$ cat src/rtl/whack_pkg.sv
// rtl/whack_pkg.sv - shared types and widths for the whack-a-mole game blocks
package whack_pkg;

  typedef enum logic [1:0] {
    ST_IDLE = 2'd0,
    ST_PLAY = 2'd1,
    ST_OVER = 2'd2
  } state_t;

  localparam int LEVEL_W = 2;
  localparam int SPEED_W = 28;
  localparam int SCORE_W = 8;

endpackage

$ cat src/rtl/second_tick.sv
// rtl/second_tick.sv - one-second prescaler producing a single-cycle tick
module second_tick
  import whack_pkg::*;
#(
  parameter int CLK_HZ = 50_000_000
) (
  input  logic clock,
  input  logic reset,
  input  logic enable,
  output logic tick
);

  localparam logic [SPEED_W-1:0] LAST = SPEED_W'(CLK_HZ - 1);

  logic [SPEED_W-1:0] cnt_q, cnt_d;

  always_comb begin
    tick  = enable && (cnt_q == LAST);
    cnt_d = cnt_q + 1'b1;
    if (!enable || tick) begin
      cnt_d = '0;
    end
  end

  always_ff @(posedge clock) begin
    if (reset) begin
      cnt_q <= '0;
    end else begin
      cnt_q <= cnt_d;
    end
  end

endmodule

$ cat src/rtl/level_controller.sv
// rtl/level_controller.sv - round timer, difficulty level and speed selection
module level_controller
  import whack_pkg::*;
#(
  parameter int CLK_HZ        = 50_000_000,
  parameter int ROUND_SECONDS = 60,
  parameter int LVL1_SCORE    = 10,
  parameter int LVL2_SCORE    = 20,
  parameter int LVL3_SCORE    = 30
) (
  input  logic               clock,
  input  logic               reset,
  input  logic               start,
  input  logic               stop,
  input  logic [SCORE_W-1:0] score,
  output logic               game,
  output logic [SPEED_W-1:0] speed,
  output logic [LEVEL_W-1:0] level,
  output logic [7:0]         time_left,
  output logic               game_over
);

  localparam logic [7:0]         ROUND_T = 8'(ROUND_SECONDS);
  localparam logic [SPEED_W-1:0] SPD0    = SPEED_W'(CLK_HZ);
  localparam logic [SPEED_W-1:0] SPD1    = SPEED_W'(CLK_HZ * 3 / 4);
  localparam logic [SPEED_W-1:0] SPD2    = SPEED_W'(CLK_HZ / 2);
  localparam logic [SPEED_W-1:0] SPD3    = SPEED_W'(CLK_HZ / 4);

  state_t             state_q, state_d;
  logic               start_q;
  logic               arm_q, arm_d;
  logic [LEVEL_W-1:0] level_q, level_d, target;
  logic [7:0]         time_q, time_d;
  logic               start_edge;
  logic               tick;

  second_tick #(.CLK_HZ(CLK_HZ)) u_tick (
    .clock  (clock),
    .reset  (reset),
    .enable (state_q == ST_PLAY),
    .tick   (tick)
  );

  // arm_q stays low until start has been seen low after reset, so a button
  // held through reset cannot launch a round.
  always_comb begin
    arm_d      = arm_q | ~start;
    start_edge = start & ~start_q & arm_q;

    if (32'(score) >= LVL3_SCORE)      target = 2'd3;
    else if (32'(score) >= LVL2_SCORE) target = 2'd2;
    else if (32'(score) >= LVL1_SCORE) target = 2'd1;
    else                               target = 2'd0;

    state_d = state_q;
    level_d = level_q;
    time_d  = time_q;

    case (state_q)
      ST_PLAY: begin
        if (target > level_q) level_d = target;
        if (tick && time_q == 8'd1) begin
          time_d  = 8'd0;
          state_d = ST_OVER;
        end else if (stop) begin
          state_d = ST_OVER;
        end else if (tick) begin
          time_d = time_q - 8'd1;
        end
      end
      default: begin
        if (state_q == ST_IDLE) level_d = '0;
        if (start_edge) begin
          state_d = ST_PLAY;
          level_d = '0;
          time_d  = ROUND_T;
        end
      end
    endcase
  end

  always_ff @(posedge clock) begin
    if (reset) begin
      state_q <= ST_IDLE;
      start_q <= 1'b0;
      arm_q   <= ~start;
      level_q <= '0;
      time_q  <= ROUND_T;
    end else begin
      state_q <= state_d;
      start_q <= start;
      arm_q   <= arm_d;
      level_q <= level_d;
      time_q  <= time_d;
    end
  end

  always_comb begin
    case (level_q)
      2'd0:    speed = SPD0;
      2'd1:    speed = SPD1;
      2'd2:    speed = SPD2;
      default: speed = SPD3;
    endcase
    game      = (state_q == ST_PLAY);
    game_over = (state_q == ST_OVER);
    level     = level_q;
    time_left = time_q;
  end

endmodule

$ cat config.mk
export PLATFORM = sky130hd
export DESIGN_NAME = level_controller
export DESIGN_NICKNAME = d
export VERILOG_FILES = /design/src/rtl/whack_pkg.sv /design/src/rtl/second_tick.sv /design/src/rtl/level_controller.sv
export SDC_FILE = /design/constraint.sdc
export NUM_CORES = 1
export LEC_CHECK = 0
export BUFFER_PORTS_ARGS = -buffer_cell sky130_fd_sc_hd__buf_4
export CAP_MARGIN = 20
export CORE_MARGIN = 2
export CORE_UTILIZATION = 58
export CTS_CLUSTER_DIAMETER = 40
export CTS_CLUSTER_SIZE = 16
export DETAILED_ROUTE_END_ITERATION = 10
export GPL_TIMING_DRIVEN = 0
export PLACE_DENSITY = 0.84
export SYNTH_ARGS = -nofsm -noshare
export SYNTH_HDL_FRONTEND = slang
export SYNTH_SLANG_ARGS = --single-unit
$ cat constraint.sdc
create_clock -name clock -period 4.35 [get_ports clock]
set_clock_uncertainty 0.1 [all_clocks]
set_input_delay 0.435 -clock clock [delete_from_list [all_inputs] [get_ports clock]]
set_output_delay 0.435 -clock clock [all_outputs]
set_load 0.02 [all_outputs]
# Yosys cells after proc, flatten, opt, wreduce, memory -nomap -nowiden
# Cells that the tools add are included.
dict set report word_totals {
  regBits 42
  wordCells 57
  memories 0
  mem_bits_ro 0
  in_bits 12
  latchBits 0
  mem_bits_rw 0
  out_inout_bits 40
}
dict set report classes {
  bitwise_logic 5
  eq_ne 10
  div 0
  mux 18
  addsub 2
  reduce_logical 12
  order_cmp 4
  shifts 0
  n_mul 0
}
# op n
set op_table {}
lappend op_table {{$pmux W26 S3} 1}
lappend op_table {{$mux W8} 5}
lappend op_table {{$add A28 B1 Y28 const B} 1}
lappend op_table {{$eq A28 B26 Y1 const B} 1}
lappend op_table {{$mux W2} 10}
lappend op_table {{$ge A8 B5 Y1 const B} 2}
lappend op_table {{$ne A3 B3 Y1 const B} 3}
lappend op_table {{$eq A8 B1 Y1 const B} 1}
lappend op_table {{$ge A8 B4 Y1 const B} 1}
lappend op_table {{$sub A8 B1 Y8 const B} 1}
lappend op_table {{$eq A2 B1 Y1 const B} 2}
lappend op_table {{$eq A2 B2 Y1 const B} 2}
lappend op_table {{$logic_not A2 Y1} 2}
lappend op_table {{$reduce_and A2 Y1} 2}
lappend op_table {{$reduce_and A3 Y1} 1}
lappend op_table {{$reduce_bool A3 Y1} 1}
lappend op_table {{$and A1 B1 Y1} 2}
lappend op_table {{$gt A2 B2 Y1} 1}
lappend op_table {{$logic_and A1 B1 Y1} 2}
lappend op_table {{$mux W1} 2}
lappend op_table {{$ne A2 B2 Y1 const B} 1}
lappend op_table {{$not A1 Y1} 2}
lappend op_table {{$reduce_bool A2 Y1} 1}
lappend op_table {{$reduce_or A2 Y1} 1}
lappend op_table {{other kinds (3)} 3}

# Depth between registers and ports, before layout
# Gate-level depths: netlist of the first run.
dict set report depth {
  word_depth 7
  ltp_mapped 9
  depth_no_buf 9
}

# By module
# From an unflattened synthesis of the first run, not the netlist that was laid out.
dict set report unflattened {
  cells_unflattened 296
  area_unflattened_um2 2453.6
}
# module area_each_um2 seq_area_each_um2 instances cells_each
set by_module_without_submodules {}
lappend by_module_without_submodules {second_tick 1388.8 560.5 1 166}
lappend by_module_without_submodules {level_controller 1064.8 280.3 1 130}

# Worst setup path after synthesis of the first run
# Ideal clock, no wire load.
dict set report synth_path {
  path_kind {in2reg}
  startpoint {in score[6]}
  endpoint {reg level_q[0] (netlist: level[0])}
  arrival_ns 1.889
  n_path_buf 0
  setup_time_ns 0.127
  required_ns 4.123
  path_stages 8
  setup_slack_ns 2.234
  path_cell_list {or3_1 > nand2b_1 > ha_1 > nor2b_1 > a2bb2oi_1 > o21ai_0 > a2bb2oi_1 > nor2_1}
}
dict set report synth_via {
  elab_chain_cells 7
  elab_cells_between_ends 11
  cone_classes {4 x order compare; 1 x eq/ne; 5 x mux; 1 x reduce/logical}
}
# item line_no
set synth_rtl {}
lappend synth_rtl {{start: declaration} level_controller.sv:15} ;# input logic [SCORE_W-1:0] score,
lappend synth_rtl {{$ge A8 B4 Y1} level_controller.sv:52} ;# else if (32'(score) >= LVL1_SCORE) target = 2'd1;
lappend synth_rtl {{$mux W1} level_controller.sv:52}
lappend synth_rtl {{$mux W2} level_controller.sv:51} ;# else if (32'(score) >= LVL2_SCORE) target = 2'd2;
lappend synth_rtl {{$mux W2 *} level_controller.sv:50} ;# if (32'(score) >= LVL3_SCORE) target = 2'd3;
lappend synth_rtl {{$gt A2 B2 Y1} level_controller.sv:61} ;# if (target > level_q) level_d = target;
lappend synth_rtl {{$ne A2 B2 Y1 (no source line)} n/a}
lappend synth_rtl {{$reduce_and A2 Y1 (no source line)} n/a}
lappend synth_rtl {{end signal: assignment} level_controller.sv:93} ;# level_q <= level_d;
lappend synth_rtl {{end: declaration} level_controller.sv:32} ;# logic [LEVEL_W-1:0] level_q, level_d, target;
# Mark *: on every way between the ends. The rest lies on a longest branch, timed or not. The select of a mux whose other input is x is not followed.
# A chain may end at the register's enable or synchronous reset.

# Worst setup path after layout of the first run
dict set report layout_path {
  startpoint {reg u_tick.cnt_q[0]}
  endpoint {reg u_tick.cnt_q[17]}
}
dict set report layout_via {
  elab_chain_cells 4
  elab_cells_between_ends 5
  cone_classes {1 x add/sub; 1 x eq/ne; 3 x reduce/logical}
}
# item line_no
set layout_rtl {}
lappend layout_rtl {{start: declaration} second_tick.sv:15} ;# logic [SPEED_W-1:0] cnt_q, cnt_d;
lappend layout_rtl {{start signal: assignment} second_tick.sv:29} ;# cnt_q <= cnt_d;
lappend layout_rtl {{parallel branches: the longest is 4 deep, another holds $add A28 B1 Y28} n/a}
# Several ways; the timed one is not identified.

==> results of run 1 <==
worst max-delay path: stages, from the launching register on:
cell,delay (ps)
dfxtp_1,400
ha_1,260
and2_1,190
nand4_1,190
or3_1,400
nand2_1,270
buf_2,290
nor2_1,70
synth_stat cells, drive strengths merged, types with 3 or more instances:
library cell,instances
nor2,45
dfxtp,42
nand2,22
buf,21
xnor2,20
inv,14
nor3,14
nand3,12
ha,10
o21ai,10
and3,6
nand2b,6
nand4,6
nor4,6
xor2,6
clkbuf,5
a221o,4
a21oi,3
nor2b,3
nor4b,3
or2,3
worst max path at each step:
| stage | from | end | slack, ps | cells after the start |
|---|---|---|---|---|
| after floorplan | score[6] | level[0]$_SDFFE_PP0P_ | 2230 | 8 |
| final | u_tick.cnt_q[0]$_SDFF_PP0_ | u_tick.cnt_q[17]$_SDFF_PP0_ | 2070 | 7 |
| after global placement | score[6] | level[0]$_SDFFE_PP0P_ | 1980 | 8 |
| after detailed placement | score[6] | level[0]$_SDFFE_PP0P_ | 1990 | 8 |
| after global routing | u_tick.cnt_q[0]$_SDFF_PP0_ | u_tick.cnt_q[21]$_SDFF_PP0_ | 1880 | 7 |
| after CTS | u_tick.cnt_q[0]$_SDFF_PP0_ | u_tick.cnt_q[16]$_SDFF_PP0_ | 2040 | 7 |
sequential cells by signal, summed over array words and instances, names as in the netlist:
name,flops
u_tick.cnt_q,28
time_left,8
level,2
state_q,2
arm_q,1
start_q,1
through the flow:
stage | cells | power (µW)
2_1_floorplan | 302 | 485
3_3_place_gp | 387 | 523
3_5_place_dp | 387 | 525
4_1_cts | 395 | 780
5_1_grt | 395 | 806
6_report | 395 | 774
cell families (layout without fill, tap and decap cells):
logic type,Yosys count,in the layout,synth area share
other,2,14,0.00317
adder cells (fa/ha/maj),10,10,0.0528
AND/OR/NAND/NOR,137,137,0.298
XOR/XNOR,26,26,0.0961
AO/OA/AOI/OAI,32,32,0.0987
buffers and inverters,41,84,0.0961
flip-flops,42,42,0.355
power by group through the flow:
| stage | clock network [µW] | registers, µW | logic (µW) |
|---|---|---|---|
| 6_report | 257 | 395 | 123 |
| 5_1_grt | 277 | 395 | 133 |
| 4_1_cts | 264 | 394 | 122 |
| 3_5_place_dp | 0 | 403 | 122 |
| 3_3_place_gp | 0 | 403 | 120 |
| 2_1_floorplan | 0 | 405 | 80.7 |
layer usage:
metal | wire, µm | vias up | share of wire
met1 | 2090 | 977 | 0.44
li1 | - | 1067 | -
met5 | 0 | - | 0
met4 | 88 | 0 | 0.018
met2 | 2340 | 46 | 0.49
met3 | 268 | 12 | 0.056
final cells by class:
type	instances	area share
repair buffers	35	0.0928
well taps	50	0.0221
flip-flops and latches	42	0.297
plain buffers	26	0.0605
inverters	15	0.0199
multi-input cells	219	0.475
clock buffers	7	0.0305
clock inverters	1	0.00177
==> summary.md, run 1 <==
| Metric | Value |
|---|---|
| Pwr per Cell Area | around 270 nW/µm² |
| Setup WS pre-CTS | ~2000 ps |
| Reg area | ~840 µm² |
| Fin crit period | 2280 ps |
| Commonest non-fill, non-tap cells in the layout | buf_4 (54), nor2_1 (45), dfxtp_1 (42) |
| TNS Setup | 0 ps |
| Setup Fix Bufs, Post-CTS | 0 |
| Placer Congestion | between 0.8 and 0.9 |
| Slew Limit Fails | 0 |
| Mapped cell area | between 2000 and 2500 µm² |
| CTS tree | done |
| Worst slew pin tran | between 600 and 700 ps |
| Status | finished clean |
| Largest area contributor in the netlist | dfxtp_1 |
| Max-slew headroom | 0.584 |
| Initial Util | 0.597 |
| Core ar. | roughly 4000 µm² |
| RSZ-0062 raised after global routing | false |
| Drt pass-1 iters | 4 |
| DP Wirelength | around 3600 µm |
| Final setup violation count | 0 |
| Number of filler cells placed in the layout | 323 |
| Fin nets | around 370 |
| Clock Path Buffers | 2 |
| Cts hold-fix bufs | 0 |
| CP Class | flop to flop |
| Worst EP required | 4440 ps |
| Die Area | 4610 µm² |
| Part of the cycle the worst path needs | 0.523 |
| Hold slack | around 240 ps |
| Most common cell after layout, fill and taps aside | buf_4 |
| Port buffer count | 35 |
| Total track usage | 0.221 |
| Syn. warnings | 0 |
| Count of final hold-check violations | 0 |
| Logic pwr share | 0.158 |
| Worst-path clk slew | roughly 80 ps |
| RR Endpoint | u_tick.cnt_q[17]$_SDFF_PP0_ |
| Top-area cell type share of the netlist area | 0.355 |
| Total CTS buffers | 5 |
| Met2 Use GR | 0.371 |
| Largest net degree at the start of global routing | 13 |
| Worst hold start | start |
| Syn avg cell area | roughly 8 µm² |
| Design area | between 2000 and 3000 µm² |
| Vias/cell | ~5.3 |
| Row count | 23 |
| Crit path max fanout | 10 |
| WP data arrival | 2370 ps |
| Multi-input logic area | ~1300 µm² |
| Util after Layout | 0.713 |
| Skew-Pair Late Insertion Delay | 300 ps |
| Leakage | 0.00109 µW |
| Clock H-tree levels | 2 |
| Worst vdd ir | a little over 0.0002 V |
| Chip width | around 68 µm |
| Layout cells sized above 1 | 0.209 |
| Global route overflow | 0 |
| Psw | approximately 200 µW |
| Synth Register Bits | 42 |
| FF-to-FF path depth | 7 |
| Root Buffer | clkbuf_8 |
| Synth Instances | 290 |
| Antenna violations before repair | 0 |
| N_diodes | 0 |
| Number of global-route vias before repair | 1,843 |
| First-pass GRT wire length | just under 8000 µm |
| Area contributors post-synth | dfxtp_1 (35%), xnor2_1 (7.4%), nor2_1 (7.1%) |
| Switching Share | 0.264 |
| Area growth, synth to finish | 19.5% |
| DRC violation count after routing | 0 |
| I/O pin count | between 50 and 60 |
| Worst setup SP type | flop |
| Worst min path class | primary input to flop |
| Pint | 570 µW |
| Met1 usage | 0.264 |
| Residual antenna-violating net count after detailed routing | 0 |
| Crit. End Element | flop |
| GR peak layer | met2 |
| Highest clock rate | 439 MHz |
| Cell variety after synth | 45 |
| Total of max-cap violations | 0 |
| Post-Place Cell Area | 2740 µm² |
| FFs w/ async S/R, synth | 0 |
| Reg2reg start | u_tick.cnt_q[0]$_SDFF_PP0_ |
| PnR worst setup slack | between 2000 and 2500 ps |
| Met3 Use GR | 0.0576 |
| Die Y | ~68 µm |
| 1st-iter DRT viols | ~140 |
| Seq pwr share | 0.509 |
| Worst hold stages | 2 |
| Clock sinks | 42 |
| Post-synth EDFFs | 0 |
| Drt wl/cell | 12.1 µm |
| Clock power share | 0.332 |
| Total wire length | 4790 µm |
| R2R Setup Slk | a little over 2000 ps |
| Post-CTS sizing | 0 |
| Worst Hold Path EP | arm_q$_DFF_P_ |
| Vias | roughly 2,100 |
| Dominant synthesized flop cell | dfxtp_1 |
| Post-synthesis sequential area ratio | 0.355 |
No activity file was read; power rests on OpenSTA's default activity.
==> run 2, diff against run 1 <==
--- a/config.mk
+++ b/config.mk
@@ -8,12 +8,12 @@
 export BUFFER_PORTS_ARGS = -buffer_cell sky130_fd_sc_hd__buf_4
 export CAP_MARGIN = 20
 export CORE_MARGIN = 2
-export CORE_UTILIZATION = 58
+export CORE_UTILIZATION = 49
 export CTS_CLUSTER_DIAMETER = 40
 export CTS_CLUSTER_SIZE = 16
 export DETAILED_ROUTE_END_ITERATION = 10
 export GPL_TIMING_DRIVEN = 0
-export PLACE_DENSITY = 0.84
+export PLACE_DENSITY = 0.76
 export SYNTH_ARGS = -nofsm -noshare
 export SYNTH_HDL_FRONTEND = slang
 export SYNTH_SLANG_ARGS = --single-unit
==> constraint.sdc (replaced) <==
create_clock -name clock -period 1.89 [get_ports clock]
set_clock_uncertainty 0.1 [all_clocks]
set_input_delay 0.189 -clock clock [delete_from_list [all_inputs] [get_ports clock]]
set_output_delay 0.189 -clock clock [all_outputs]
set_load 0.02 [all_outputs]
==> summary.md, run 2 (same netlist as run 1, synthesis figures left out) <==
| Metric | Value |
|---|---|
| Status | finished with violations |
| Failing checks | setup timing |
| Max stage delay on crit path | 360 ps (-40 ps) |
| Worst vdd ir | 0.000480 V (+140%) |
| Worst EP required | 1970 ps (-2470 ps) |
| CP cell instances | nor4b_4 -> nand4_1 -> buf_4 -> nor4b_4 -> o21ai_1 -> a221o_1 |
| Crit. End Element | flop |
| Clock sinks | 42 (unchanged) |
| DRC violation count after routing | 0 (unchanged) |
| Largest net degree at the start of global routing | 13 (unchanged) |
| Die Y | 73.5 µm (+8.3%) |
| Worst-path clk slew | 80 ps (about the same) |
| Root Buffer | clkbuf_8 |
| Initial Util | 0.505 (-0.0917) |
| Max-slew headroom | 0.529 (-0.0547) |
| Crit path max fanout | 4 (-6) |
| Area growth, synth to finish | 34.4% |
| TNS Setup | -2990 ps (-2990 ps) |
| DP Wirelength | 3580 µm (+0.81%) |
| Setup WS pre-CTS | -271 ps (-2260 ps) |
| Fin nets | 380 (+3.8%) |
| Skew-Pair Late Insertion Delay | 290 ps (about the same) |
| Number of global-route vias before repair | 1,991 (+8.0%) |
| Port buffer count | 35 (unchanged) |
| Global route overflow | 0 (unchanged) |
| Placer Congestion | 0.836 (about the same) |
| Slowest-stage cell, CP | dfxtp_4 |
| RSZ-0062 raised after global routing | true |
| Worst slew pin tran | 704 ps (+85.1 ps) |
| N_diodes | 0 (unchanged) |
| Max reg flops | 28 (unchanged) |
| Count of final hold-check violations | 0 (unchanged) |
| Part of the cycle the worst path needs | 1.09 (+0.566) |
| Clock Path Buffers | 2 (unchanged) |
| Crit-path leading delay family | simple AND/OR/NAND/NOR gates |
| WP data arrival | 2140 ps (-230 ps) |
| Pwr per Cell Area | 568 nW/µm² (+110%) |
| First-pass GRT wire length | 8330 µm (+5.7%) |
| Layout cells sized above 1 | 0.359 (+0.151) |
| CP Class | flop to flop |
| Total wire length | 5720 µm (+19%) |
| PnR worst setup slack | -169 ps (-2240 ps) |
| Vias/cell | 5.35 (+0.60%) |
| Antenna violations before repair | 0 (unchanged) |
| Residual antenna-violating net count after detailed routing | 0 (unchanged) |
| Worst setup SP type | flop |
| Clock H-tree levels | 2 (unchanged) |
| Number of filler cells placed in the layout | 372 (+15%) |
| Top reg by flops | u_tick.cnt_q |
| Commonest non-fill, non-tap cells in the layout | buf_4 (66), nor2_1 (45), dfxtp_1 (24) |
| Crit path buf inv count | 1 (unchanged) |
| I/O pin count | 52 (unchanged) |
| Total of max-cap violations | 0 (unchanged) |
| Drt wl/cell | 13.8 µm (+14%) |
| CTS tree | done |
| Drt pass-1 iters | 4 (unchanged) |
| Fin crit period | 2060 ps (-217 ps) |
| Worst min path class | primary input to flop |
| Leakage | 0.00123 µW (+13%) |
| Vias | 2,211 (+5.2%) |
| Most common cell after layout, fill and taps aside | buf_4 |
| Chip width | 73.5 µm (+8.3%) |
| 1st-iter DRT viols | 79 (-45%) |
| Highest clock rate | 486 MHz (+11%) |
| Cell mode on critical path | nor4b_4 |
| Row count | 25 (+8.7%) |
| Final setup violation count | 33 (+33) |
| Total track usage | 0.194 (-0.0269) |
| Slew Limit Fails | 0 (unchanged) |
| Core ar. | 4690 µm² (+18%) |
| Die Area | 5410 µm² (+17%) |
| Total CTS buffers | 5 (unchanged) |
-- run 2: area by class of cell --
class	instances	area, µm²	area share
Multi-Input combinational cell	220	1500	0.472
Sequential cell	42	873	0.274
Timing Repair Buffer	49	403	0.126
Buffer	25	190	0.0597
Clock buffer	7	86.3	0.0271
Tap cell	54	67.6	0.0212
Inverter	15	57.6	0.0181
Clock inverter	1	5.00	0.00157
-- run 2: timing repair --
action | in CTS | in global routing
hold buffers | 0 | 0
gates cloned | 0 | 3
buffers inserted | 5 | 7
pin swaps | 5 | 9
resized for setup | 34 | 19
setup endpoints to repair | 30 | 38
-- run 2: path summary, 6_finish.rpt --
kind	end	start	slack, ps	depth (start not counted)
max	time_left[3]$_SDFFE_PP1P_	u_tick.cnt_q[16]$_SDFF_PP0_	-170	6
min	arm_q$_DFF_P_	start	9	2
max reg2reg	time_left[3]$_SDFFE_PP1P_	u_tick.cnt_q[16]$_SDFF_PP0_	-170	6
min reg2reg	arm_q$_DFF_P_	arm_q$_DFF_P_	390	2
-- run 2: per-layer routing --
layer,track usage,wire [µm],up-vias
met5,0,0,-
met4,0.0747,80,0
met3,0.0398,229,11
met2,0.355,2990,52
met1,0.218,2420,1047
li1,-,-,1101
-- run 2: stage by stage --
step,instance area (µm²),util,hold slack [ps],std cells,total power (µW)
global placement,2770,0.590,301,391,1200
global route,3190,0.679,19.9,413,1890
CTS,3010,0.642,7.24,403,1800
floorplan,2440,-,165,302,1120
detailed placement,2770,0.590,314,391,1210
finish,3190,0.679,9.25,413,1810
-- run 2: power breakdown --
part	internal [µW]	switching, µW	total (µW)
sequential	892	14.2	906
combinational	144	172	317
clock	295	293	588
total	1330	480	1810
==> run 3, diff against run 2 <==
--- a/config.mk
+++ b/config.mk
@@ -7,7 +7,6 @@
 export LEC_CHECK = 0
 export BUFFER_PORTS_ARGS = -buffer_cell sky130_fd_sc_hd__buf_4
 export CAP_MARGIN = 20
-export CORE_MARGIN = 2
 export CORE_UTILIZATION = 49
 export CTS_CLUSTER_DIAMETER = 40
 export CTS_CLUSTER_SIZE = 16
==> summary.md, run 3 (same netlist as run 1, synthesis figures left out) <==
| Metric | Value |
|---|---|
| Status | finished with violations |
| Failing checks | hold timing, setup timing |
| 1st-iter DRT viols | 86 (+8.9%) |
| Largest net degree at the start of global routing | 12 (-1) |
| Leakage | 0.00117 µW (-5.3%) |
| Crit path max fanout | 3 (-1) |
| Setup WS pre-CTS | -251 ps (+20.2 ps) |
| N_diodes | 0 (unchanged) |
| Worst hold start | start |
| Clock H-tree levels | 2 (unchanged) |
| Area growth, synth to finish | 29.3% |
| CP cell instances | inv_4 -> ha_4 -> a311oi_2 -> or4b_4 -> or4_4 -> o211ai_2 |
| Vias/cell | 5.25 (-2.0%) |
| PnR worst setup slack | -123 ps (+46.0 ps) |
| DP Wirelength | 3480 µm (-2.8%) |
| Layout cells sized above 1 | 0.336 (-0.0231) |
| Worst EP required | 2020 ps (+50 ps) |
| CP Depth | 6 (unchanged) |
| Total track usage | 0.200 (+0.00640) |
| CTS tree | done |
| Worst hold stages | 2 (unchanged) |
| Total of max-cap violations | 0 (unchanged) |
| Die Y | 71.5 µm (-2.7%) |
| Power Total | 1750 µW (-3.6%) |
| Hold slack | -3.07 ps (-12.3 ps) |
| Slew Limit Fails | 0 (unchanged) |
| First-pass GRT wire length | 8290 µm (-0.50%) |
| Fin crit period | 2010 ps (-46.0 ps) |
| Crit path buf inv count | 1 (unchanged) |
| Max stage delay on crit path | 510 ps (+150 ps) |
| Global route overflow | 0 (unchanged) |
| TNS Setup | -538 ps (+2450 ps) |
| Pwr per Cell Area | 570 nW/µm² (+0.22%) |
| Core ar. | 4500 µm² (-4.0%) |
| Fin nets | 373 (-1.8%) |
| Count of final hold-check violations | 1 (+1) |
| DRC violation count after routing | 0 (unchanged) |
| Number of global-route vias before repair | 1,918 (-3.7%) |
| Highest clock rate | 497 MHz (+2.3%) |
| Initial Util | 0.526 (+0.0210) |
| Die Area | 5120 µm² (-5.4%) |
| Worst min path class | primary input to flop |
| Layout Cells excl Fill | 403 (-2.4%) |
| Row count | 24 (-4.0%) |
| Dpl cells | 389 (-0.51%) |
| Vias | 2,114 (-4.4%) |
| FF-to-FF path depth | 6 (unchanged) |
| Root Buffer | clkbuf_8 |
| CP Class | flop to flop |
| Port buffer count | 35 (unchanged) |
| Final setup violation count | 8 (-76%) |
| I/O pin count | 52 (unchanged) |
| Slowest-stage cell, CP | or4b_4 |
| Drt wl/cell | 12.5 µm (-9.5%) |
| CP Launch Point | time_left[1]$_SDFFE_PP0P_ |
| Drt pass-1 iters | 4 (unchanged) |
| Top reg by flops | u_tick.cnt_q |
| Residual antenna-violating net count after detailed routing | 0 (unchanged) |
| Clock Path Buffers | 2 (unchanged) |
| Commonest non-fill, non-tap cells in the layout | buf_4 (64), nor2_1 (45), dfxtp_1 (24) |
| Worst setup SP type | flop |
| RR Endpoint | time_left[7]$_SDFFE_PP0P_ |
| Crit-path leading delay family | simple AND/OR/NAND/NOR gates |
| Skew-Pair Late Insertion Delay | 300 ps (about the same) |
| Most common cell after layout, fill and taps aside | buf_4 |
| Worst vdd ir | 0.000418 V (-13%) |
| Chip width | 71.5 µm (-2.7%) |
| Part of the cycle the worst path needs | 1.07 (-0.0243) |
| Antenna violations before repair | 0 (unchanged) |
| Reg2reg start | time_left[1]$_SDFFE_PP0P_ |
| Crit. End Element | flop |
| R2R Setup Slk | -120 ps (+50 ps) |
| Clock sinks | 42 (unchanged) |
| Worst-path clk slew | 80 ps (about the same) |
| WP data arrival | 2140 ps (about the same) |
| Placer Congestion | 0.818 (-2.1%) |
| Total wire length | 5050 µm (-12%) |
| Crit path to | time_left[7]$_SDFFE_PP0P_ |
| Total CTS buffers | 5 (unchanged) |
| RSZ-0062 raised after global routing | true |
| Max reg flops | 28 (unchanged) |
==> run 3: cell count changes in the layout (fill, tap and decap cells not counted), sizes merged <==
| cell | change |
|---|---|
| buf | -5 |
| clkbuf | -1 |
| clkinv | -1 |
| nand2 | -1 |
==> run 3: power breakdown <==
part	leakage, µW	switching, µW	internal [µW]
Clock	0.0000383	293	255
Sequential	0.000346	13.7	892
Combinational	0.000783	163	130
Total	0.00117	469	1280
==> run 3: area by class of cell <==
type                       instances  area [µm²]
tap                               52        65.1
fill                             383        1440
multi-input combinational        219        1490
buffer                            25         174
clock buffer                       7        76.3
sequential                        42         873
timing repair buffer              43         323
inverter                          15        60.1
==> run 3: worst reg2reg max path: cells and delay by family (launching register included) <==
kind,cells,cell delay (ps)
AND/OR/NAND/NOR,2,930
AO/OA/AOI/OAI,2,340
flip-flops,1,370
buffers and inverters,1,50
adder cells (fa/ha/maj),1,160
==> run 3: how the worst min path moves through the flow <==
stage                                to  slack, ps
after floorplan           arm_q$_DFF_P_        170
after global placement    arm_q$_DFF_P_        300
after detailed placement  arm_q$_DFF_P_        300
after CTS                 arm_q$_DFF_P_          2
after global routing      arm_q$_DFF_P_         20
final                     arm_q$_DFF_P_         -3
==> run 3: routing by layer <==
layer  track usage  vias to the layer above  routed length, µm
li1              -                     1082                  -
met1         0.239                      963               2200
met2         0.367                       57               2530
met3        0.0394                       12                230
met4        0.0545                        0                 93
met5             0                        -                  0
==> run 3: repair_timing <==
item | in CTS | in global routing
setup buffers | 6 | 2
setup endpoints to repair | 32 | 37
endpoints found under the hold margin | 0 | 0
hold buffers | 0 | 0
gates resized for setup | 30 | 16
pin swaps | 10 | 4
==> run 3: through the flow <==
step                area [µm²]  utilization
floorplan                 2440            -
global placement          2770        0.614
detailed placement        2770        0.614
CTS                       2990        0.663
global route              3060        0.680
finish                    3060        0.680
